### config.mk
export PLATFORM = sky130hd
export DESIGN_NAME = spi_adc_responder
export DESIGN_NICKNAME = d
export VERILOG_FILES = /design/src/rtl/spi_adc_responder.sv
export SDC_FILE = /design/constraint.sdc
export NUM_CORES = 1
export LEC_CHECK = 0
export BUFFER_PORTS_ARGS = -buffer_cell sky130_fd_sc_hd__buf_4
export CORE_ASPECT_RATIO = 1.1
export CORE_MARGIN = 2
export CORE_UTILIZATION = 59
export CTS_CLUSTER_SIZE = 16
export DETAILED_ROUTE_END_ITERATION = 12
export HOLD_SLACK_MARGIN = 0.15
export PLACE_DENSITY = 0.8
export SETUP_SLACK_MARGIN = 0.1
export SLEW_MARGIN = 20
export SYNTH_ARGS = -nofsm -noshare
export SYNTH_HDL_FRONTEND = slang
export SYNTH_SLANG_ARGS = --single-unit
export TNS_END_PERCENT = 50
### constraint.sdc
create_clock -name clk -period 2.9 [get_ports clk]
set_input_delay 0.29 -clock clk [delete_from_list [all_inputs] [get_ports clk]]
set_output_delay 0.29 -clock clk [all_outputs]
set_load 0.05 [all_outputs]
### src/rtl/spi_adc_responder.sv
// spi_adc_responder: MCP3202-style SPI responder that stands in for a
// 2-channel 12-bit ADC. All SPI pins are oversampled in the clk domain.
// Frame: [leading 0s] START SGL ODD MSBF | NULL | D11..D0 | tail zero.
module spi_adc_responder #(
    parameter int DATA_BITS   = 12,
    parameter int SYNC_STAGES = 2
) (
    input  logic                 clk,
    input  logic                 rst,
    input  logic                 spi_sck,
    input  logic                 spi_cs_n,
    input  logic                 spi_mosi,
    output logic                 spi_miso,
    output logic                 spi_miso_oe,
    input  logic [DATA_BITS-1:0] ch0_value,
    input  logic [DATA_BITS-1:0] ch1_value,
    output logic                 conv_done,
    output logic                 conv_channel,
    output logic [DATA_BITS-1:0] conv_data,
    output logic                 frame_error
);

    localparam int IDX_W = (DATA_BITS > 1) ? $clog2(DATA_BITS) : 1;

    typedef enum logic [2:0] {
        ST_IDLE,
        ST_WAIT_START,
        ST_CFG,
        ST_NULL,
        ST_DATA,
        ST_TAIL,
        ST_DONE
    } state_t;

    // Unsigned difference clamped at zero instead of wrapping.
    function automatic logic [DATA_BITS-1:0] sat_sub(
        input logic [DATA_BITS-1:0] a,
        input logic [DATA_BITS-1:0] b
    );
        return (a >= b) ? (a - b) : '0;
    endfunction

    // Conversion result for a given SGL/ODD command.
    function automatic logic [DATA_BITS-1:0] pick_sample(
        input logic                 sgl,
        input logic                 odd,
        input logic [DATA_BITS-1:0] c0,
        input logic [DATA_BITS-1:0] c1
    );
        logic [DATA_BITS-1:0] r;
        if (sgl) begin
            r = odd ? c1 : c0;
        end else begin
            r = odd ? sat_sub(c1, c0) : sat_sub(c0, c1);
        end
        return r;
    endfunction

    // ------------------------------------------------------------------
    // Synchronizers and edge detection
    // ------------------------------------------------------------------
    logic [SYNC_STAGES-1:0] sck_sync_q;
    logic [SYNC_STAGES-1:0] cs_sync_q;
    logic [SYNC_STAGES-1:0] mosi_sync_q;
    logic                   sck_dly_q;
    logic                   cs_dly_q;
    // Tracks when the chains hold real pin samples rather than reset values.
    logic [SYNC_STAGES:0]   fill_q;
    logic                   armed_q;
    logic                   armed_d;

    logic sck_s, cs_s, mosi_s;
    logic sck_rise, sck_fall, cs_rise, cs_fall;

    assign sck_s  = sck_sync_q[SYNC_STAGES-1];
    assign cs_s   = cs_sync_q[SYNC_STAGES-1];
    assign mosi_s = mosi_sync_q[SYNC_STAGES-1];

    assign sck_rise = sck_s & ~sck_dly_q;
    assign sck_fall = ~sck_s & sck_dly_q;
    assign cs_rise  = cs_s & ~cs_dly_q;
    // A frame may only start after cs_n has genuinely been seen high since
    // reset, so a reset with cs_n held low does not launch a new frame.
    assign cs_fall  = armed_q & ~cs_s & cs_dly_q;

    // Sticky arm flag: set once a real high level of cs_n has been seen.
    assign armed_d = armed_q | (fill_q[SYNC_STAGES] & cs_s);

    // Pin synchronizers, edge-detect delay taps and the arm flag.
    always_ff @(posedge clk) begin
        if (rst) begin
            sck_sync_q  <= '0;
            cs_sync_q   <= '1;
            mosi_sync_q <= '0;
            sck_dly_q   <= 1'b0;
            cs_dly_q    <= 1'b1;
            fill_q      <= '0;
            armed_q     <= 1'b0;
        end else begin
            sck_sync_q  <= {sck_sync_q[SYNC_STAGES-2:0], spi_sck};
            cs_sync_q   <= {cs_sync_q[SYNC_STAGES-2:0], spi_cs_n};
            mosi_sync_q <= {mosi_sync_q[SYNC_STAGES-2:0], spi_mosi};
            sck_dly_q   <= sck_s;
            cs_dly_q    <= cs_s;
            fill_q      <= {fill_q[SYNC_STAGES-1:0], 1'b1};
            armed_q     <= armed_d;
        end
    end

    // ------------------------------------------------------------------
    // Frame state machine
    // ------------------------------------------------------------------
    state_t               state_q, state_d;
    logic [1:0]           cfg_cnt_q, cfg_cnt_d;
    logic                 sgl_q, sgl_d;
    logic                 odd_q, odd_d;
    logic                 chan_q, chan_d;
    logic [DATA_BITS-1:0] sample_q, sample_d;
    logic [IDX_W-1:0]     idx_q, idx_d;
    logic                 miso_q, miso_d;
    logic                 oe_q, oe_d;
    logic                 done_q, done_d;
    logic                 err_q, err_d;
    logic                 conv_chan_q, conv_chan_d;
    logic [DATA_BITS-1:0] conv_data_q, conv_data_d;

    // State and datapath registers.
    always_ff @(posedge clk) begin
        if (rst) begin
            state_q     <= ST_IDLE;
            cfg_cnt_q   <= '0;
            sgl_q       <= 1'b0;
            odd_q       <= 1'b0;
            chan_q      <= 1'b0;
            sample_q    <= '0;
            idx_q       <= '0;
            miso_q      <= 1'b0;
            oe_q        <= 1'b0;
            done_q      <= 1'b0;
            err_q       <= 1'b0;
            conv_chan_q <= 1'b0;
            conv_data_q <= '0;
        end else begin
            state_q     <= state_d;
            cfg_cnt_q   <= cfg_cnt_d;
            sgl_q       <= sgl_d;
            odd_q       <= odd_d;
            chan_q      <= chan_d;
            sample_q    <= sample_d;
            idx_q       <= idx_d;
            miso_q      <= miso_d;
            oe_q        <= oe_d;
            done_q      <= done_d;
            err_q       <= err_d;
            conv_chan_q <= conv_chan_d;
            conv_data_q <= conv_data_d;
        end
    end

    // Next-state and output decode; cs_n rise overrides any SCK edge.
    always_comb begin
        state_d     = state_q;
        cfg_cnt_d   = cfg_cnt_q;
        sgl_d       = sgl_q;
        odd_d       = odd_q;
        chan_d      = chan_q;
        sample_d    = sample_q;
        idx_d       = idx_q;
        miso_d      = miso_q;
        oe_d        = oe_q;
        done_d      = 1'b0;
        err_d       = 1'b0;
        conv_chan_d = conv_chan_q;
        conv_data_d = conv_data_q;

        if (cs_rise) begin
            state_d = ST_IDLE;
            oe_d    = 1'b0;
            miso_d  = 1'b0;
            if ((state_q == ST_CFG) || (state_q == ST_NULL) || (state_q == ST_DATA)) begin
                err_d = 1'b1;
            end
        end else if (!cs_s) begin
            unique case (state_q)
                ST_IDLE: begin
                    if (cs_fall) begin
                        state_d = ST_WAIT_START;
                    end
                end
                ST_WAIT_START: begin
                    // Leading zeros are skipped until the start bit.
                    if (sck_rise && mosi_s) begin
                        state_d   = ST_CFG;
                        cfg_cnt_d = '0;
                    end
                end
                ST_CFG: begin
                    if (sck_rise) begin
                        cfg_cnt_d = cfg_cnt_q + 2'd1;
                        case (cfg_cnt_q)
                            2'd0:    sgl_d = mosi_s;
                            2'd1:    odd_d = mosi_s;
                            default: begin
                                // Third bit is MSBF; output order is fixed
                                // MSB-first so the bit is not kept.
                                sample_d = pick_sample(sgl_q, odd_q, ch0_value, ch1_value);
                                chan_d   = odd_q;
                                state_d  = ST_NULL;
                            end
                        endcase
                    end
                end
                ST_NULL: begin
                    if (sck_fall) begin
                        oe_d    = 1'b1;
                        miso_d  = 1'b0;
                        idx_d   = IDX_W'(DATA_BITS - 1);
                        state_d = ST_DATA;
                    end
                end
                ST_DATA: begin
                    if (sck_fall) begin
                        miso_d = sample_q[idx_q];
                        if (idx_q == '0) begin
                            state_d = ST_TAIL;
                        end else begin
                            idx_d = idx_q - IDX_W'(1);
                        end
                    end
                end
                ST_TAIL: begin
                    if (sck_fall) begin
                        miso_d      = 1'b0;
                        done_d      = 1'b1;
                        conv_data_d = sample_q;
                        conv_chan_d = chan_q;
                        state_d     = ST_DONE;
                    end
                end
                ST_DONE: begin
                    // Hold miso low until cs_n releases the frame.
                end
                default: begin
                    state_d = ST_IDLE;
                end
            endcase
        end
    end

    assign spi_miso     = miso_q;
    assign spi_miso_oe  = oe_q;
    assign conv_done    = done_q;
    assign conv_channel = conv_chan_q;
    assign conv_data    = conv_data_q;
    assign frame_error  = err_q;

endmodule

# Yosys cells after proc, flatten, opt, wreduce, memory -nomap -nowiden
# Cells that the tools add are included.
# op_classes
mux,29
addsub,4
order_cmp,3
bitwise,15
eq_ne,17
reduce_logical,23
# ops
op,n
12-bit two-way mux,5
12-bit >= comparator,2
3-bit two-way mux,8
12-bit subtractor,2
3-bit case mux with 7 select lines,1
5-bit AND reduction,4
2-bit != test (second input constant),8
4-bit two-way mux,3
10-bit AND reduction,1
3-bit == test (second input constant),3
1-bit inverter,8
4-bit case mux with 2 select lines,1
4-bit AND reduction,2
2-bit OR reduction,4
1-bit bitwise AND,6
3-bit by 2-bit == test with 1-bit output (second input constant),2
1-bit two-way mux,6
6-bit AND reduction,1
2-bit nonzero test,3
4-bit by 5-bit < comparator with 1-bit output (second input constant),1
1-bit binary-select mux with 4-bit select,1
4-bit logical NOT,1
2-bit two-way mux,2
2-bit by 1-bit != test with 1-bit output (second input constant),2
13 further kinds,14
# word_totals
wordCells,112
input_bits,29
output_inout_bits,17
reg_bits,53

# Longest topological paths before layout
# logic_depth
word_depth,5
ltp_mapped,11
ltp_nobuf,10

# Worst setup path after synthesis
# OpenSTA, ideal clock, no wires.
# synth_path
path_kind,input port to flip-flop
start,in ch0_value[0]
end,reg sample_q[11]
setup_time_ns,0.122
arrival_time_ns,1.971
path_buffers,0
required_time_ns,2.778
path_stages,10
setup_slack_ns,0.807
path_cell_list,inv_1 ha_1 inv_1 fa_1 a211oi_2 o211ai_1 nand4bb_1 nand2_1 and4b_1 a311o_1
# synth_via
elab_chain_len,4
word_cells_on_any_way,8
classes_between,2 x add/sub; 2 x order compare; 4 x mux
# synth_rtl
element,line_no,text
"start, declared",15,"input logic [DATA_BITS-1:0] ch0_value,"
12-bit subtractor or 12-bit >= comparator (tied branches),40,return (a >= b) ? (a - b) : '0;
12-bit two-way mux,40,
12-bit two-way mux *,54,"r = odd ? sat_sub(c1, c0) : sat_sub(c0, c1);"
12-bit two-way mux *,51,if (sgl) begin
"end signal, assigned",149,sample_q <= sample_d;
"end, declared",118,"logic [DATA_BITS-1:0] sample_q, sample_d;"
# Mark *: on every way between the ends. The rest lies on a longest branch, timed or not.
# A chain may end at the register's enable or synchronous reset.

# Worst setup path in the final report
# layout_path
start,reg state_q[1]
end,reg sample_q[2]
# layout_via
elab_chain_len,2
# layout_rtl
element,line_no,text
"start, declared",113,"state_t state_q, state_d;"
"start signal, assigned",144,state_q <= state_d;
3-bit by 2-bit == test with 1-bit output,184,unique case (state_q)
5-bit AND reduction (no source line),--,
# Every way passes these cells.

==> flow_summary.ini <==
[worst_setup_path]
crit_path_largest_cell_delay_ps = 510
timing.reg2reg.worst_path_depth = 6
cp.depth = 6
timing.rr.end = sample_q[2]
critPathCaptureType = flop
critPathArrivalTime_ps = 2550
timing.critical_path.from_type = flop
critPathBufInv = 0
worstPathCellList = nor3b_2, nand3_1, nor3_1, o311ai_0, o21ai_0, a211oi_1
worstPathRequired_ps = 3080
critical_path.reg2reg.startpoint = state_q[1]
regToRegSetupSlack_ps = 530
critical-path-top-delay-family = simple AND/OR/NAND/NOR gates
worst-setup-path-type = flop to flop
maximum_fanout_along_the_worst_path = 9
worst_path_max_delay_cell = dfxtp_1

[power]
max-vdd-ir-drop_v = 0.000336
power_per_cell_area_mw_per_mm2 = 373
p_leak_nw = 1.75

[sta]
grt_setup_unrepaired = no
final_max_slew_viol_count = 0
fmax_mhz = 421
tightestPinTransition_ps = 804
timing.final.crit_period_ps = 2370
final_hold_viol_count = 0
setup_viol = 0
post-route-period-util_pct = 81.8
timing.max_slew.rel_slack_pct = 46.0
layout_setup_ws_ps = 527
fin_worst_hold_slack_ps = 160
worst_clock_skew_ps = 12.4
tns_ps = 0

[clock_tree]
ctsResizeCount = 0
clock_latency_ps = 310
cts_hold_repair.buffers = 0
htree_levels = 2
clk_pin_slew_ps = 100
postCtsSetupBuffers = 0
numClockSinks = 53
ctsRootBufferMaster = clkbuf_8
cts_max_path_buffers = 2
numCtsBuffers = 5
cts_tree = done

[placed_design]
placed_cells_incl_taps = 595
gp_routability_congestion = 0.963
place_hpwl_um = 7200
pre_cts_setup_slack_ps = 351
port-buffer-count = 45

[final_layout]
n_fill_cell = 510
layout_cells_excl_fill = 603
diodes = 0
final-seq-area_sq_mm = 0.00106
final_nets = 580
drive_gt1_share_pct = 15.7
multiInputGateArea_sq_mm = 0.00249
synthToLayoutAreaGrowth_pct = 10.9

[floorplan]
start_util_pct = 61.8
fp-row-count = 30
die_x_um = 81.3
floorplan.core_area_sq_mm = 0.00627
die_h_um = 89.0
pin_count = 46
overall_die_area_sq_mm = 0.00723

[routing]
m1WireLength_um = 4080
dr.first_iter.drc_count = 234
dr_wl_met3_um = 537
wl_met2_um = 4640
detail_route.first_pass.iterations = 5
vias_per_cell = 5.97
dr_total_vias = 3597
route.detailed.drc = 0
routedWlPerCell_um = 15.7
drtAntennaViolNets = 0
wl_um = 9490
topRoutingLayerUsed = met4

[hold_path]
worstHoldPathCells = 2
hold_start = spi_cs_n
holdPathEnd = cs_sync_q[0]
min_path_type = input port to flop

[synth]
synthesis.area_per_instance_sq_um = 7.81
post_synth_instance_area_sq_mm = 0.00387
ys.warnings.count = 0
async_reset_ff_share_pct = 0
dominantRegCellSynth = dfxtp_1
postSynthNetCount = 554
synth.lib_cells_used.distinct = 64
post_synthesis_cell_type_with_the_largest_combined_area = dfxtp_1
synthTopCellsByArea = dfxtp_1 (27%), ha_1 (8.7%), a21oi_1 (7.7%)
yosysSeqAreaShare_pct = 27.4
postSynthCellCount = 496
synth_edf_count = 0
synth_largest_type_area_fraction_pct = 27.4
yosys_register_bits = 53

[global_routing]
initial_antenna_violation_count = 0
via_count_of_the_first_global_routing_pass = 3181
grt_residual_overflow = 0
grt_use_total_pct = 26.7
maximum_number_of_pins_on_one_net_before_global_route_repair = 48
global_route_wire_length_before_repair_um = 15200

[run_status]
run_status = completed

[job]
max_cap_check_violation_count = 0
==> routing by layer <==
| layer | GRT usage [%] | up-vias |
|---|---|---|
| met4 | 9.71 | 0 |
| li1 | - | 1792 |
| met2 | 46.0 | 114 |
| met3 | 3.33 | 19 |
| met1 | 34.2 | 1672 |
| met5 | 0 | - |
==> report_power, final <==
group	internal, mW	switching (mW)	total, mW
clock network	0.259	0.235	0.494
registers	0.735	0.00510	0.740
logic	0.154	0.216	0.370
==> area by class of cell <==
type / instances / area share, %
multi-input cells: 370 / 57.9
flip-flops and latches: 53 / 24.7
repair buffers: 51 / 8.91
inverters: 41 / 3.58
well taps: 80 / 2.33
clock buffers: 6 / 1.69
clock inverters: 2 / 0.902
==> sequential cells by signal, summed over array words and instances (netlist names) <==
signal,cells
conv_data,12
sample_q,12
idx_q,4
fill_q,3
state_q,3
cfg_cnt_q,2
cs_sync_q,2
mosi_sync_q,2
sck_sync_q,2
armed_q,1
chan_q,1
conv_channel,1
conv_done,1
cs_dly_q,1
frame_error,1
odd_q,1
sck_dly_q,1
sgl_q,1
spi_miso,1
spi_miso_oe,1
==> cell families after synthesis <==
logic type,Yosys count,synth area share [%]
AOI/OAI and AO/OA,148,24.2
muxes,17,5.39
xor gates and xnor gates,17,3.84
DFF,53,27.4
and+or+nand+nor,159,21.0
adders and majority gates,29,9.75
buffers and inverters,73,8.40
==> placed cells by master (no fill, tap or decap), types with 3 or more instances in the layout <==
master,instances
o21bai_1,3
o21ai_1,5
nand4_1,5
nor2_1,31
o211ai_1,5
a311oi_1,3
a21oi_1,60
inv_1,41
nor3_1,6
clkbuf_8,5
mux4_2,3
and3_1,5
nand2b_1,7
nand2_1,53
or2_2,3
buf_4,51
nand3b_1,4
ha_1,27
mux2i_1,13
xor2_1,9
o21a_1,5
xnor2_1,8
dfxtp_1,53
a211oi_1,9
a22oi_1,6
a31oi_1,5
nor4_1,4
nor2b_1,11
nand3_1,12
a21o_1,4
o21ai_0,24
==> worst reg2reg max path, stage by stage, from the launching register on <==
cell and delay, ps:
dfxtp_1 510, nor3b_2 450, nand3_1 390, nor3_1 260, o311ai_0 230, o21ai_0 300, a211oi_1 110
==> synth_stat cells, drive strengths merged (3+ instances only) <==
library cell	instances
a211oi	11
a21o	4
a21oi	61
a22oi	6
a311oi	4
a31o	3
a31oi	5
and3	5
buf	22
clkbuf	10
dfxtp	53
ha	27
inv	41
mux2i	13
mux4	3
nand2	54
nand2b	7
nand3	12
nand3b	4
nand4	5
nor2	32
nor2b	11
nor3	7
nor3b	3
nor4	5
o211ai	5
o21a	5
o21ai	29
o21bai	3
or2	4
xnor2	8
xor2	9
==> worst max path at each step <==
stage                  from           end  slack [ps]
6_report         state_q[1]   sample_q[2]         530
3_3_place_gp   ch0_value[0]  sample_q[10]         400
5_1_grt        ch0_value[9]   sample_q[8]         410
4_1_cts          state_q[1]   sample_q[2]         570
2_1_floorplan  ch0_value[0]  sample_q[11]         810
3_5_place_dp   ch0_value[9]   sample_q[8]         350
==> stage by stage <==
step           power (mW)  cell area, sq um  utilization [%]
6_report             1.60              4300             68.6
5_1_grt              1.68              4300             68.6
4_1_cts              1.60              4300             68.6
3_5_place_dp         1.12              4190             66.8
3_3_place_gp         1.11              4190             66.8
2_1_floorplan        1.02              3870                -
Power figures use the tool's default switching activity.
